## src/rtl/beat_sequencer_pkg.sv

```systemverilog
// Shared types and constants for the beatmap playback slice.
// Defines the sequencer state encoding and the lane/address widths.
package beatmap_pkg;

    localparam int LANE_W = 4;
    localparam int ADDR_W = 13;

    typedef enum logic [2:0] {
        IDLE      = 3'd0,
        WAIT_BEAT = 3'd1,
        FETCH     = 3'd2,
        CAPTURE   = 3'd3,
        OFFER     = 3'd4,
        DONE      = 3'd5
    } seq_state_t;

    // An all-zero lane word is a rest: nothing to spawn on that beat.
    function automatic logic is_rest(input logic [LANE_W-1:0] lanes);
        return lanes == {LANE_W{1'b0}};
    endfunction

endpackage

```

## src/rtl/beat_sequencer_if.sv

```systemverilog
// Note handshake between the sequencer (master) and the note spawner/renderer (slave).
interface beat_sequencer_if #(
    parameter int ADDR_W = beatmap_pkg::ADDR_W
);
    logic                            note_valid;
    logic                            note_ready;
    logic [beatmap_pkg::LANE_W-1:0]  note_lanes;
    logic [ADDR_W-1:0]               note_index;

    modport master (
        output note_valid,
        output note_lanes,
        output note_index,
        input  note_ready
    );

    modport slave (
        input  note_valid,
        input  note_lanes,
        input  note_index,
        output note_ready
    );
endinterface

```

## src/rtl/beat_sequencer_timer.sv

```systemverilog
// Free-running beat counter; tick marks the last clock of each beat.
// Freezes (holding its count) whenever enable is low.
module beat_timer #(
    parameter int CLKS_PER_BEAT = 12_500_000
) (
    input  logic clk,
    input  logic reset,
    input  logic clear,
    input  logic enable,
    output logic tick
);
    localparam int              CNT_W = $clog2(CLKS_PER_BEAT);
    localparam logic [CNT_W-1:0] LAST = CNT_W'(CLKS_PER_BEAT - 1);

    logic [CNT_W-1:0] count_r;

    assign tick = enable && (count_r == LAST);

    // Beat counter: wraps after the tick cycle, held while disabled
    always_ff @(posedge clk) begin
        if (reset || clear) begin
            count_r <= {CNT_W{1'b0}};
        end else if (enable) begin
            if (count_r == LAST) begin
                count_r <= {CNT_W{1'b0}};
            end else begin
                count_r <= count_r + 1'b1;
            end
        end else begin
            count_r <= count_r;
        end
    end
endmodule

```

## src/rtl/beat_sequencer.sv

```systemverilog
// Walks the beatmap ROM one entry per beat and offers non-rest lane words
// to the note consumer; flags beats lost while the consumer stalls.
module beat_sequencer #(
    parameter int CLKS_PER_BEAT = 12_500_000,
    parameter int SONG_LEN      = 17,
    parameter int ADDR_W        = beatmap_pkg::ADDR_W
) (
    input  logic                            clk,
    input  logic                            reset,
    input  logic                            start,
    input  logic                            pause,
    output logic [ADDR_W-1:0]               rom_addr,
    input  logic [beatmap_pkg::LANE_W-1:0]  rom_data,
    beat_sequencer_if.master                note,
    output logic                            beat_tick,
    output logic                            playing,
    output logic                            done,
    output logic                            overrun
);
    import beatmap_pkg::*;

    localparam logic [ADDR_W-1:0] LAST_IDX = ADDR_W'(SONG_LEN - 1);

    seq_state_t          state_r;
    seq_state_t          next_state_s;
    seq_state_t          adv_state_s;
    logic [ADDR_W-1:0]   index_r;
    logic [ADDR_W-1:0]   note_index_r;
    logic [LANE_W-1:0]   note_lanes_r;
    logic                note_valid_r;
    logic                pending_r;
    logic                overrun_r;
    logic                playing_r;
    logic                done_r;
    logic                tick_s;
    logic                timer_en_s;
    logic                start_acc_s;
    logic                fetch_go_s;
    logic                advance_s;

    assign timer_en_s = playing_r && !pause;

    beat_timer #(
        .CLKS_PER_BEAT (CLKS_PER_BEAT)
    ) u_timer (
        .clk    (clk),
        .reset  (reset),
        .clear  (start_acc_s),
        .enable (timer_en_s),
        .tick   (tick_s)
    );

    // Next-state logic and per-cycle control strobes
    always_comb begin
        next_state_s = state_r;
        start_acc_s  = 1'b0;
        fetch_go_s   = 1'b0;
        advance_s    = 1'b0;
        adv_state_s  = (index_r == LAST_IDX) ? DONE : WAIT_BEAT;
        case (state_r)
            IDLE, DONE: begin
                if (start) begin
                    next_state_s = WAIT_BEAT;
                    start_acc_s  = 1'b1;
                end else begin
                    next_state_s = state_r;
                end
            end
            WAIT_BEAT: begin
                if (pending_r && !pause) begin
                    next_state_s = FETCH;
                    fetch_go_s   = 1'b1;
                end else begin
                    next_state_s = WAIT_BEAT;
                end
            end
            FETCH: begin
                next_state_s = CAPTURE;
            end
            CAPTURE: begin
                if (is_rest(rom_data)) begin
                    next_state_s = adv_state_s;
                    advance_s    = 1'b1;
                end else begin
                    next_state_s = OFFER;
                end
            end
            OFFER: begin
                if (note_valid_r && note.note_ready) begin
                    next_state_s = adv_state_s;
                    advance_s    = 1'b1;
                end else begin
                    next_state_s = OFFER;
                end
            end
            default: begin
                next_state_s = IDLE;
            end
        endcase
    end

    // State, index and note output registers; status flags decoded from next state
    always_ff @(posedge clk) begin
        if (reset) begin
            state_r      <= IDLE;
            index_r      <= {ADDR_W{1'b0}};
            note_lanes_r <= {LANE_W{1'b0}};
            note_index_r <= {ADDR_W{1'b0}};
            note_valid_r <= 1'b0;
            playing_r    <= 1'b0;
            done_r       <= 1'b0;
        end else begin
            state_r      <= next_state_s;
            note_valid_r <= (next_state_s == OFFER);
            playing_r    <= (next_state_s != IDLE) && (next_state_s != DONE);
            done_r       <= (next_state_s == DONE);
            if (start_acc_s) begin
                index_r <= {ADDR_W{1'b0}};
            end else if (advance_s && (index_r != LAST_IDX)) begin
                index_r <= index_r + 1'b1;
            end else begin
                index_r <= index_r;
            end
            if (state_r == CAPTURE) begin
                note_lanes_r <= rom_data;
                note_index_r <= index_r;
            end else begin
                note_lanes_r <= note_lanes_r;
                note_index_r <= note_index_r;
            end
        end
    end

    // A tick that lands on an already pending beat is lost unless the pending one is being consumed now
    always_ff @(posedge clk) begin
        if (reset) begin
            pending_r <= 1'b0;
            overrun_r <= 1'b0;
        end else if (start_acc_s) begin
            pending_r <= 1'b1;
            overrun_r <= 1'b0;
        end else if (tick_s && pending_r && !fetch_go_s) begin
            pending_r <= 1'b1;
            overrun_r <= 1'b1;
        end else if (tick_s) begin
            pending_r <= 1'b1;
            overrun_r <= overrun_r;
        end else if (fetch_go_s) begin
            pending_r <= 1'b0;
            overrun_r <= overrun_r;
        end else begin
            pending_r <= pending_r;
            overrun_r <= overrun_r;
        end
    end

    assign rom_addr        = index_r;
    assign note.note_valid = note_valid_r;
    assign note.note_lanes = note_lanes_r;
    assign note.note_index = note_index_r;
    assign beat_tick       = tick_s;
    assign playing         = playing_r;
    assign done            = done_r;
    assign overrun         = overrun_r;
endmodule

```

## src/flat_wrapper.sv

```systemverilog
// flat-port wrapper written by rule: the top's interface ports become plain ports
module beat_sequencer_flat import beatmap_pkg::*;
#(
    parameter int CLKS_PER_BEAT = 12_500_000,
    parameter int SONG_LEN      = 17,
    parameter int ADDR_W        = beatmap_pkg::ADDR_W
)
  (clk, reset, start, pause, rom_addr, rom_data, beat_tick, playing, done, overrun, note_note_valid, note_note_lanes, note_note_index, note_note_ready);
  beat_sequencer_if #(.ADDR_W(ADDR_W)) note_i ();
  input  logic clk;
  input  logic reset;
  input  logic start;
  input  logic pause;
  output logic [ADDR_W-1:0] rom_addr;
  input  logic [beatmap_pkg::LANE_W-1:0] rom_data;
  output logic beat_tick;
  output logic playing;
  output logic done;
  output logic overrun;
  output wire logic [$bits(note_i.note_valid)-1:0] note_note_valid;
  output wire logic [$bits(note_i.note_lanes)-1:0] note_note_lanes;
  output wire logic [$bits(note_i.note_index)-1:0] note_note_index;
  input wire logic [$bits(note_i.note_ready)-1:0] note_note_ready;
  assign note_note_valid = note_i.note_valid;
  assign note_note_lanes = note_i.note_lanes;
  assign note_note_index = note_i.note_index;
  assign note_i.note_ready = note_note_ready;
  beat_sequencer #(.CLKS_PER_BEAT(CLKS_PER_BEAT), .SONG_LEN(SONG_LEN), .ADDR_W(ADDR_W)) u_core (.clk(clk), .reset(reset), .start(start), .pause(pause), .rom_addr(rom_addr), .rom_data(rom_data), .note(note_i), .beat_tick(beat_tick), .playing(playing), .done(done), .overrun(overrun));
endmodule
```

## config.mk

```make
export PLATFORM = sky130hd
export DESIGN_NAME = beat_sequencer_flat
export DESIGN_NICKNAME = d
export VERILOG_FILES = /design/src/rtl/beat_sequencer_pkg.sv /design/src/rtl/beat_sequencer_if.sv /design/src/rtl/beat_sequencer_timer.sv /design/src/rtl/beat_sequencer.sv /design/src/flat_wrapper.sv
export SDC_FILE = /design/constraint.sdc
export NUM_CORES = 1
export LEC_CHECK = 0
export CAP_MARGIN = 10
export CORE_AREA = 2 2 76 78
export DETAILED_ROUTE_END_ITERATION = 6
export DIE_AREA = 0 0 78 80
export PLACE_DENSITY = 0.76
export SYNTH_ARGS = -nofsm -noshare
export SYNTH_HDL_FRONTEND = slang
export SYNTH_SLANG_ARGS = --single-unit
```

## constraint.sdc

```tcl
create_clock -name clk -period 2 [get_ports clk]
set_clock_uncertainty 0.2 [all_clocks]
set_input_delay 0.4 -clock clk [delete_from_list [all_inputs] [get_ports clk]]
set_output_delay 0.4 -clock clk [all_outputs]
set_load 0.01 [all_outputs]
```

After elaboration in Yosys (flattened, before gate mapping):

Cells that the tools add are included.
Widths: inputs -> output; s select.

* register bits after elaboration: 62
* bits of input ports: 9
* output and inout port bits: 35
* logic and storage cells: 58

* $add $sub $neg: 2
* equality and inequality tests: 11
* muxes and demuxes: 18
* reduce and logical (&&, ||, !) cells: 17

Operator list (number)
* $add 24x1->24 const B: 1
* $eq 24x24->1 const B: 1
* $mux 24: 1
* $pmux 3 s5: 1
* $add 13x1->13 const B: 1
* $eq 13x5->1 const B: 1
* $ne 13x5->1 const B: 1
* $eq 3x3->1 const B: 4
* $mux 3: 4
* $mux 1: 10
* $logic_and 1x1->1: 8
* $eq 3x2->1 const B: 2
* $logic_not 4->1: 1
* $reduce_bool 4->1: 1
* $reduce_or 2->1: 2
* $eq 3x1->1 const B: 1
* $logic_not 3->1: 1
* $ne 3x3->1 const B: 1
* $reduce_bool 3->1: 1
* $logic_not 1->1: 2
* $mux 2: 1
* $pmux 1 s2: 1
* $logic_or 1x1->1: 1

Depth between registers and ports, before layout:

Gate-level depths: netlist of run 1.

* depth in word-level cells: 8
* depth in mapped cells: 8
* depth with buffers taken out: 7

Hierarchy:

From an unflattened synthesis of run 1, not the netlist that was laid out.

* cells, all modules: 331
* area total of the unflattened synthesis: 2777.7 sq um

By module, submodules not included
* beat_sequencer: instances 1, cells each 196, area an instance 1625.3 sq um
* beat_timer: instances 1, cells each 135, area an instance 1152.4 sq um

Worst setup path after synthesis of run 1:

Ideal clock, no wire load.

* path type: reg2out
* start: register u_core.u_timer.count_r[6]
* end: output port beat_tick
* arrival time: 1359 ps
* slack: 41 ps
* cell stages (with the launch flop): 5
* cell sequence: dfxtp_1 -> or4_1 -> nor4_2 -> nand3_2 -> inv_1

* longest elaborated chain between the ends: 2

RTL lines
* start: declaration: line beat_sequencer_timer.sv:15 `logic [CNT_W-1:0] count_r;`
* start signal: assignment: line beat_sequencer_timer.sv:22 `count_r <= {CNT_W{1'b0}};`
* start signal: assignment: line beat_sequencer_timer.sv:25 `count_r <= {CNT_W{1'b0}};`
* start signal: assignment: line beat_sequencer_timer.sv:27 `count_r <= count_r + 1'b1;`
* $eq 24x24->1: line beat_sequencer_timer.sv:17 `assign tick = enable && (count_r == LAST);`
* $logic_and 1x1->1: line beat_sequencer_timer.sv:17
* end: declaration: line flat_wrapper.sv:16 `output logic beat_tick;`

Every way passes these cells.

Worst setup path in the final report of run 1:

* start: register u_core.u_timer.count_r[5]
* end: output port beat_tick

Same word-level chain as after synthesis.

==> results.txt, run 1 <==
The worst setup timing slack at the placement stage came out at -0.559 ns. Entering global routing, the biggest net connects 24 pins. The share of cells above drive strength 1 came out at 19.5%. The internal power came out at 1850 uW. For the net count after synthesis, the log shows 339. The flow ran to the end, but the final reports show violations.

The tools report the HPWL after detailed placement as 4.53 mm. TritonCTS built the clock tree. The worst setup path is captured at an output port. Fraction of registers with async set or reset after synthesis: 0%. The slowest stage of the critical path belongs to the cell sky130_fd_sc_hd__or4_4. Walking the worst path, the cells encountered are or4_4, nor4_4, nand3_2, inv_1, buf_2.

The number of buffers between clock root and the deepest sink is 2, and the clock group share of total power is 41.7%. The worst hold path belongs to the class reg2reg. The leading register cell type out of synthesis was sky130_fd_sc_hd__dfxtp_1.

The tools report the number of global-route vias before repair as 2,531. The logs give 44 for the number of I/O pins and 44.9% for the sequential element share of the synthesized area. The maximum vdd drop is 524 uV. The region available for standard cell placement spans 5410 sq um.

The total power density per cell area works out to 625 nW/um^2. Once detail routing completed, the nets flagged for antenna violations numbered 0. The tools report the die area as 6240 sq um. 0 antenna diodes ended up in the layout. For the total of endpoints with negative setup slack in the final report, the log shows 1. For this run the aggregate overflow at the end of global routing stands at 0. In this run the tool buffered the top-level ports with 43 buffer cells. Setup repair after global routing could not meet its margin everywhere. The worst pin sits at a relative slew slack of 71.2%. The overall fraction of global-route tracks in use is 23.2%.

After synthesis the cells add up to 2760 sq um. Hold timing on the final database bottoms out at a slack of 0.252 ns. The die is 78 microns wide. Based on the critical path, the design can be clocked at up to 442 MHz. After routing the design area is 3810 sq um.

The run gives 0 as the count of endpoints failing hold in the final timing report. The analysis attributes to cell leakage a power of 0.00141 uW. The clock transition time at the flip-flop clock pins of the worst setup and hold paths was 0.06 ns; the share of total power in combinational logic was 5.7%. In this run the most used layer during global routing was met2. The worst setup slack after layout came out at -0.263 ns.

The first global-routing pass estimated 11.5 mm of wire. The run gives 1.40 ns as the endpoint required time on the critical path. The final reports fail on negative setup slack.

For the pin with the worst max-slew slack, the measured transition is 0.427 ns. The run gives 470 as the number of placed instances, taps included. The run gives 3 as the count of H-tree levels built during CTS. The detailed-router iteration count before antenna repair is 4, and the total of flip-flops plus latches after synthesis is 62.

The tools report the initial antenna violation count as 0. The worst setup path is launched from a flip-flop. Number of standard cells in the layout, taps in and fillers out: 488.

The critical path is of the reg2out type. The filler cells instantiated in the layout total 423. The relative contribution of sequential cells to total power was 52.6%; the post-synthesis cell type count was 41.

After floorplanning, the core was divided into 27 placement rows. Global routing used 39.0% of the available met2 tracks. The period utilization came out at 113%.

The number of instances in the synthesized netlist was 327. In the global route stage, met1 resource usage came out at 28.2%. The first routing iteration left 134 violations. For this configuration, the core starts out at a cell density of 51.1%. The logs give 0 for the max-slew violation count and 3540 sq um for the placed instance area.

The worst endpoint data arrival time was 1.66 ns; the count of nets after finishing was 425. Summed over all nets, the switching power comes to 534 uW. Net switching is 22.4% of the power. Summed over all failing endpoints, the final setup total negative slack is -0.263 ns.

The number of buffers added by the clock tree synthesis step came out at 9. In the final routed layout, each cell accounts on average for 13.9 microns. The run gives 0.800 as the global placement routability congestion.

The later pin in the worst-skew pair is clocked with a latency of 0.33 ns. Mean instance size in the synthesized netlist: 8.45 sq um. The total via count in the routed design was 2,552; the count of hold buffers inserted by post-cts repair was 0.

For the count of maximum capacitance violations, the log shows 0. The tree is rooted in a sky130_fd_sc_hd__clkbuf_8. In this design, the stage delay of the slowest critical-path cell is 0.54 ns. The synthesized design contains 0 enable-type register cells. The post-layout minimum cycle time is 2.26 ns, and the aggregate routed wire length is 6.79 mm.

Using the TritonRoute via totals, the vias-per-cell ratio works out to 5.23. The remaining design rule violation count was 0; the synthesis-to-layout area growth was 37.7%. The highest net fanout along the worst path works out to 2. The met3 global-route usage was 6.22%. CTS saw 62 sinks.

For this run, the number of Yosys warnings is 0. Die height: 80 microns.
path summary, 6_finish.rpt:
path              depth (start not counted)                        end  slack [ns]                 startpoint
setup reg to reg                          7             u_core.overrun        0.05  u_core.u_timer.count_r[5]
setup / recovery                          5                  beat_tick       -0.26  u_core.u_timer.count_r[5]
hold reg to reg                           2  u_core.note.note_index[4]        0.25  u_core.note.note_index[4]
hold / removal                            2  u_core.note.note_index[4]        0.25  u_core.note.note_index[4]
flip-flops by register name, summed over array words and instances, names as in the netlist:
| register | count |
|---|---|
| u_core.u_timer.count_r | 24 |
| u_core.rom_addr | 13 |
| u_core.pending_r | 1 |
| u_core.done | 1 |
| u_core.note.note_index | 13 |
| u_core.playing | 1 |
| u_core.state_r | 3 |
| u_core.note.note_lanes | 4 |
| u_core.overrun | 1 |
| u_core.note.note_valid | 1 |
power groups by stage:
stage	logic [uW]	registers, uW	clock network, uW
finish	136	1250	993
global route	147	1250	1070
global placement	121	1280	0
floorplan	72.5	1280	0
detailed placement	123	1280	0
CTS	133	1250	1010
per-stage QoR:
step	total power (uW)	utilization, %
2_1_floorplan	1350	-
3_3_place_gp	1400	65.5
3_5_place_dp	1400	65.5
5_1_grt	2460	70.4
6_report	2380	70.4
4_1_cts	2390	69.8
layout make-up:
cell class / count / area, sq um / area share [%]
clock inverters: 1 / 5.00 / 0.131
multi-input cells: 245 / 1490 / 39.1
clock buffers: 13 / 169 / 4.44
inverters: 7 / 26.3 / 0.690
flip-flops and latches: 62 / 1250 / 32.8
well taps: 72 / 90.1 / 2.37
repair buffers: 88 / 779 / 20.5
cells in the final DEF (no fill, tap or decap), types with 3 or more instances in the layout:
master and n:
sky130_fd_sc_hd__nor2_1 48, sky130_fd_sc_hd__inv_1 7, sky130_fd_sc_hd__nand3_1 16, sky130_fd_sc_hd__xor2_1 20
sky130_fd_sc_hd__nand3b_1 4, sky130_fd_sc_hd__xnor2_1 17, sky130_fd_sc_hd__nand4_1 14, sky130_fd_sc_hd__dfxtp_2 6
sky130_fd_sc_hd__ha_1 3, sky130_fd_sc_hd__and2_1 4, sky130_fd_sc_hd__nor3_1 7, sky130_fd_sc_hd__clkbuf_8 12
sky130_fd_sc_hd__nor4_1 3, sky130_fd_sc_hd__buf_4 43, sky130_fd_sc_hd__and3_1 8, sky130_fd_sc_hd__dfxtp_1 56
sky130_fd_sc_hd__nand2b_4 4, sky130_fd_sc_hd__clkdlybuf4s50_1 42, sky130_fd_sc_hd__nand2_1 47, sky130_fd_sc_hd__a21oi_1 21
timing repair:
action | 4_1_cts | 5_1_grt
buffers inserted | 1 | 0
gates resized for setup | 11 | 9
gates cloned | 3 | 0
setup endpoints to repair | 27 | 19
pin swaps | 2 | 1
worst max-delay path: cells and delay by family, from the launching register on:
family	cells	cell delay, ns
buffers and inverters	2	0.19
DFF	1	0.31
and+or+nand+nor	3	0.83
Yosys cell counts (4+ instances only):
cell | instances | area share (%)
sky130_fd_sc_hd__nand4_1 | 14 | 3.2
sky130_fd_sc_hd__inv_1 | 7 | 0.95
sky130_fd_sc_hd__nor2_1 | 48 | 6.5
sky130_fd_sc_hd__xnor2_1 | 17 | 5.4
sky130_fd_sc_hd__clkbuf_1 | 9 | 1.2
sky130_fd_sc_hd__nand2_1 | 47 | 6.4
sky130_fd_sc_hd__nor4_1 | 5 | 1.1
sky130_fd_sc_hd__nand3b_1 | 4 | 1.1
sky130_fd_sc_hd__dfxtp_1 | 62 | 45
sky130_fd_sc_hd__and3_1 | 8 | 1.8
sky130_fd_sc_hd__a21oi_1 | 21 | 3.8
sky130_fd_sc_hd__nand3_1 | 16 | 2.9
sky130_fd_sc_hd__nor3_1 | 8 | 1.4
sky130_fd_sc_hd__and2_1 | 4 | 0.91
sky130_fd_sc_hd__xor2_1 | 20 | 6.3
cells by family (layout without fill, tap and decap cells):
| kind of cell | count (synthesis) | after routing | synth area share, % |
|---|---|---|---|
| buf+inv | 23 | 109 | 4.07 |
| compound gates | 28 | 28 | 6.38 |
| simple gates | 173 | 176 | 31.2 |
| fa+ha+maj | 3 | 3 | 1.36 |
| flops | 62 | 62 | 44.9 |
| xor+xnor | 37 | 37 | 11.7 |
| mux | 1 | 1 | 0.362 |
per-layer routing:
| layer | vias up | wire length (microns) |
|---|---|---|
| li1 | 1281 | - |
| met1 | 1192 | 3000 |
| met2 | 64 | 3360 |
| met3 | 15 | 320 |
| met4 | 0 | 110 |
| met5 | - | 0 |
(Power assumes the default switching activity.)
==> inputs of run 2 (changes only) <==
--- a/config.mk
+++ b/config.mk
@@ -10,6 +10,7 @@
 export DETAILED_ROUTE_END_ITERATION = 6
 export DIE_AREA = 0 0 78 80
 export PLACE_DENSITY = 0.76
+export SLEW_MARGIN = 5
 export SYNTH_ARGS = -nofsm -noshare
 export SYNTH_HDL_FRONTEND = slang
 export SYNTH_SLANG_ARGS = --single-unit
==> results of run 2 <==
No change in the layout: final DEF, timing and power equal those of run 1.
==> inputs of run 3 (changes only) <==
--- a/config.mk
+++ b/config.mk
@@ -6,11 +6,12 @@
 export NUM_CORES = 1
 export LEC_CHECK = 0
 export CAP_MARGIN = 10
-export CORE_AREA = 2 2 76 78
+export CORE_AREA = 2 2 113 115
 export DETAILED_ROUTE_END_ITERATION = 6
-export DIE_AREA = 0 0 78 80
-export PLACE_DENSITY = 0.76
+export DIE_AREA = 0 0 115 117
+export PLACE_DENSITY = 0.39
 export SLEW_MARGIN = 5
 export SYNTH_ARGS = -nofsm -noshare
 export SYNTH_HDL_FRONTEND = slang
 export SYNTH_SLANG_ARGS = --single-unit
+export TNS_END_PERCENT = 100
==> results.txt, run 3 (synthesis gave the netlist of run 1 again) <==
Walking the worst path, the cells encountered are or4_4, nor4_4, nand3_2, inv_1, buf_2. The category of the worst setup path launch point was a flip-flop. Die area: 13,500 sq um (+120%). The tools report the critical path endpoint category as an output port. Number of flip-flops in the largest register: 24 (unchanged). The number of global-route vias before repair came out at 2,413 (-4.7%). The die boundary width came out at 115 microns (+47%). The aggregate routed wire length was 7.95 mm (+17%). The clock group share of total power was 50.5% (+8.8 points); the share of total power in combinational logic was 5.1% (-0.6 points). Worst endpoint data arrival time: 1.63 ns (-0.03 ns).

The remaining global-route overflow was 0 (unchanged). Buffer cell driving the clock tree root: sky130_fd_sc_hd__clkbuf_16. The global-route wire length before repair was 12.2 mm (+5.9%). The HPWL after detailed placement is 5.27 mm (+16%), and the post-layout minimum cycle time is 2.23 ns (-0.0321 ns). Number of I/O pins: 44 (unchanged).

The transition time at the pin with the least slew margin came out at 0.410 ns (-0.0164 ns). The core area came out at 12,300 sq um (+130%). The initial antenna violation count is 0 (unchanged), and the count of standard-cell rows is 41 (+52%). The routed via count divided by cell count was 4.43 (-15%); the count of H-tree levels built during CTS was 3 (unchanged). The number of buffers added on ports is 43 (unchanged).

The leakage power figure was 0.00159 uW (+13%). The switching power summed over all nets is 646 uW (+21%). The logs give 44.4% (-8.2 points) for the relative contribution of sequential cells to total power and 9 (unchanged) for the number of buffers added by the clock tree synthesis step. The total of endpoints with negative setup slack in the final report is 1 (unchanged). The worst-path cell with the longest stage delay was sky130_fd_sc_hd__or4_4. The register with the most flip-flops was u_core.u_timer.count_r.

The switching share of total power came out at 22.9% (+0.46 points). The flow ran to the end, but the final reports show violations. The max-slew violation count came out at 0 (unchanged). The period utilization works out to 112% (-1.6 points). After detailed routing, no signal wire sits above met4. The die height was 117 microns (+46%). The number of buffers between clock root and the deepest sink came out at 2 (unchanged).

The run gives 72.6% (+1.4 points) as the relative slew slack. Setup repair after global routing could not meet its margin everywhere. In the layout the commonest cells are sky130_fd_sc_hd__dfxtp_1 (60), sky130_fd_sc_hd__buf_4 (54), sky130_fd_sc_hd__nor2_1 (48). The number of nets still failing antenna checks after routing is 0 (unchanged), and the share of cells above drive strength 1 is 21.0% (+1.5 points). The total via count in the routed design was 2,565 (+0.51%); the global placement routability congestion was 0.753 (-6.0%). For the placed instance area, the log shows 3710 sq um (+4.9%). The maximum vdd drop is 351 uV (-33%), and the number of DRC violations after detailed-routing iteration 0 is 88 (-34%). Maximum number of pins on one net before global-route repair: 24 (unchanged).

The clock transition time at the flip-flop clock pins of the worst setup and hold paths is 0.05 ns (about the same), and the mean routed wirelength per cell is 13.7 microns (-1.2%). For the area of all placed cells without fillers, the log shows 4120 sq um (+8.1%). The internal power was 2180 uW (+18%).

The insertion delay of the later-clocked pin in the worst-skew pair was 0.33 ns (about the same); the total met3 wirelength after detailed routing was 345 microns (+7.8%). The count of nets after finishing was 436 (+2.6%). The worst setup path is of the reg2out kind.

The number of sinks handled by clock tree synthesis was 62 (unchanged); the remaining design rule violation count was 0 (unchanged). The total met2 wirelength after detailed routing is 3.63 mm (+8.1%). Leaving out fill and tap cells, the most frequent cell in the layout is sky130_fd_sc_hd__dfxtp_1.

The number of diodes added for antenna fixing came out at 0 (unchanged). Highest net fanout along the worst path: 2 (unchanged). The post-route worst hold slack is 0.172 ns (-0.0798 ns). The endpoint required time on the critical path came out at 1.40 ns (about the same). The overall fraction of global-route tracks in use came out at 12.0% (-11 points). The worst hold path class was in2reg. The delay of the slowest cell on the worst path works out to 0.54 ns (about the same). The count of maximum capacitance violations was 0 (unchanged); the count of endpoints failing hold in the final timing report was 0 (unchanged). The top achievable clock speed is 448 MHz (+1.4%), and the synthesis-to-layout area growth is 48.9%. The initial core utilization was 22.4% (-29 points); the detailed-route wire length on metal 1 was 3.85 mm (+28%). TritonCTS built the clock tree.

The count of hold buffers inserted by post-cts repair was 0 (unchanged); the detailed-router iteration count before antenna repair was 6 (+2). The tools report the worst setup slack after layout as -0.231 ns (+0.0321 ns). The final reports fail on negative setup slack.

The total power density per cell area is 686 nW/um^2 (+9.8%).
-- run 3: area by class of cell --
class | instances | area, sq um
repair buffers | 99 | 886
clock inverters | 4 | 22.5
fillers | 1298 | 8200
inverters | 7 | 26.3
multi-input cells | 245 | 1500
well taps | 150 | 188
flip-flops and latches | 62 | 1240
clock buffers | 12 | 246
-- run 3: routing by layer --
layer / up-vias / track usage [%]
met2: 42 / 18.6
met4: 0 / 4.82
met5: - / 0
met1: 1200 / 15.3
li1: 1311 / -
met3: 12 / 3.91
-- run 3: worst paths after layout --
path                                   start                         end  slack, ns  cells after the start
setup / recovery   u_core.u_timer.count_r[5]                   beat_tick      -0.23                      5
setup reg to reg  u_core.u_timer.count_r[13]  u_core.u_timer.count_r[18]       0.14                      5
hold / removal                   rom_data[1]   u_core.note.note_lanes[1]       0.17                      3
hold reg to reg   u_core.note.note_index[10]  u_core.note.note_index[10]       0.25                      2
-- run 3: what timing repair did --
item | CTS | global route
setup buffers | 1 | 1
setup endpoints to repair | 29 | 34
endpoints found under the hold margin | 0 | 0
gates cloned | 1 | 3
gates resized for setup | 11 | 13
pin swaps | 2 | 2
-- run 3: power by group through the flow --
stage | Sequential [uW] | Combinational [uW] | Clock [uW]
after floorplan | 1280 | 72.5 | 0
after global placement | 1280 | 127 | 0
after detailed placement | 1280 | 127 | 0
after CTS | 1250 | 134 | 1470
after global routing | 1250 | 158 | 1510
final | 1250 | 143 | 1430
-- run 3: metrics by stage --
step                utilization, %  setup WS (ns)  std cells  power, uW  TNS [ns]
finish                        33.4         -0.231        579       2820    -0.231
detailed placement            30.2         -0.556        558       1410    -10.05
global route                  33.4         -0.290        579       2920    -0.290
CTS                           32.6         -0.242        576       2850    -0.242
global placement              30.2         -0.543        558       1410     -9.85
floorplan                        -         0.0409        327       1350         0
-- run 3: critical path: cells and delay by family, from the launching register on --
kind | cells | cell delay (ns)
DFF | 1 | 0.30
and+or+nand+nor | 3 | 0.82
buffers and inverters | 2 | 0.18
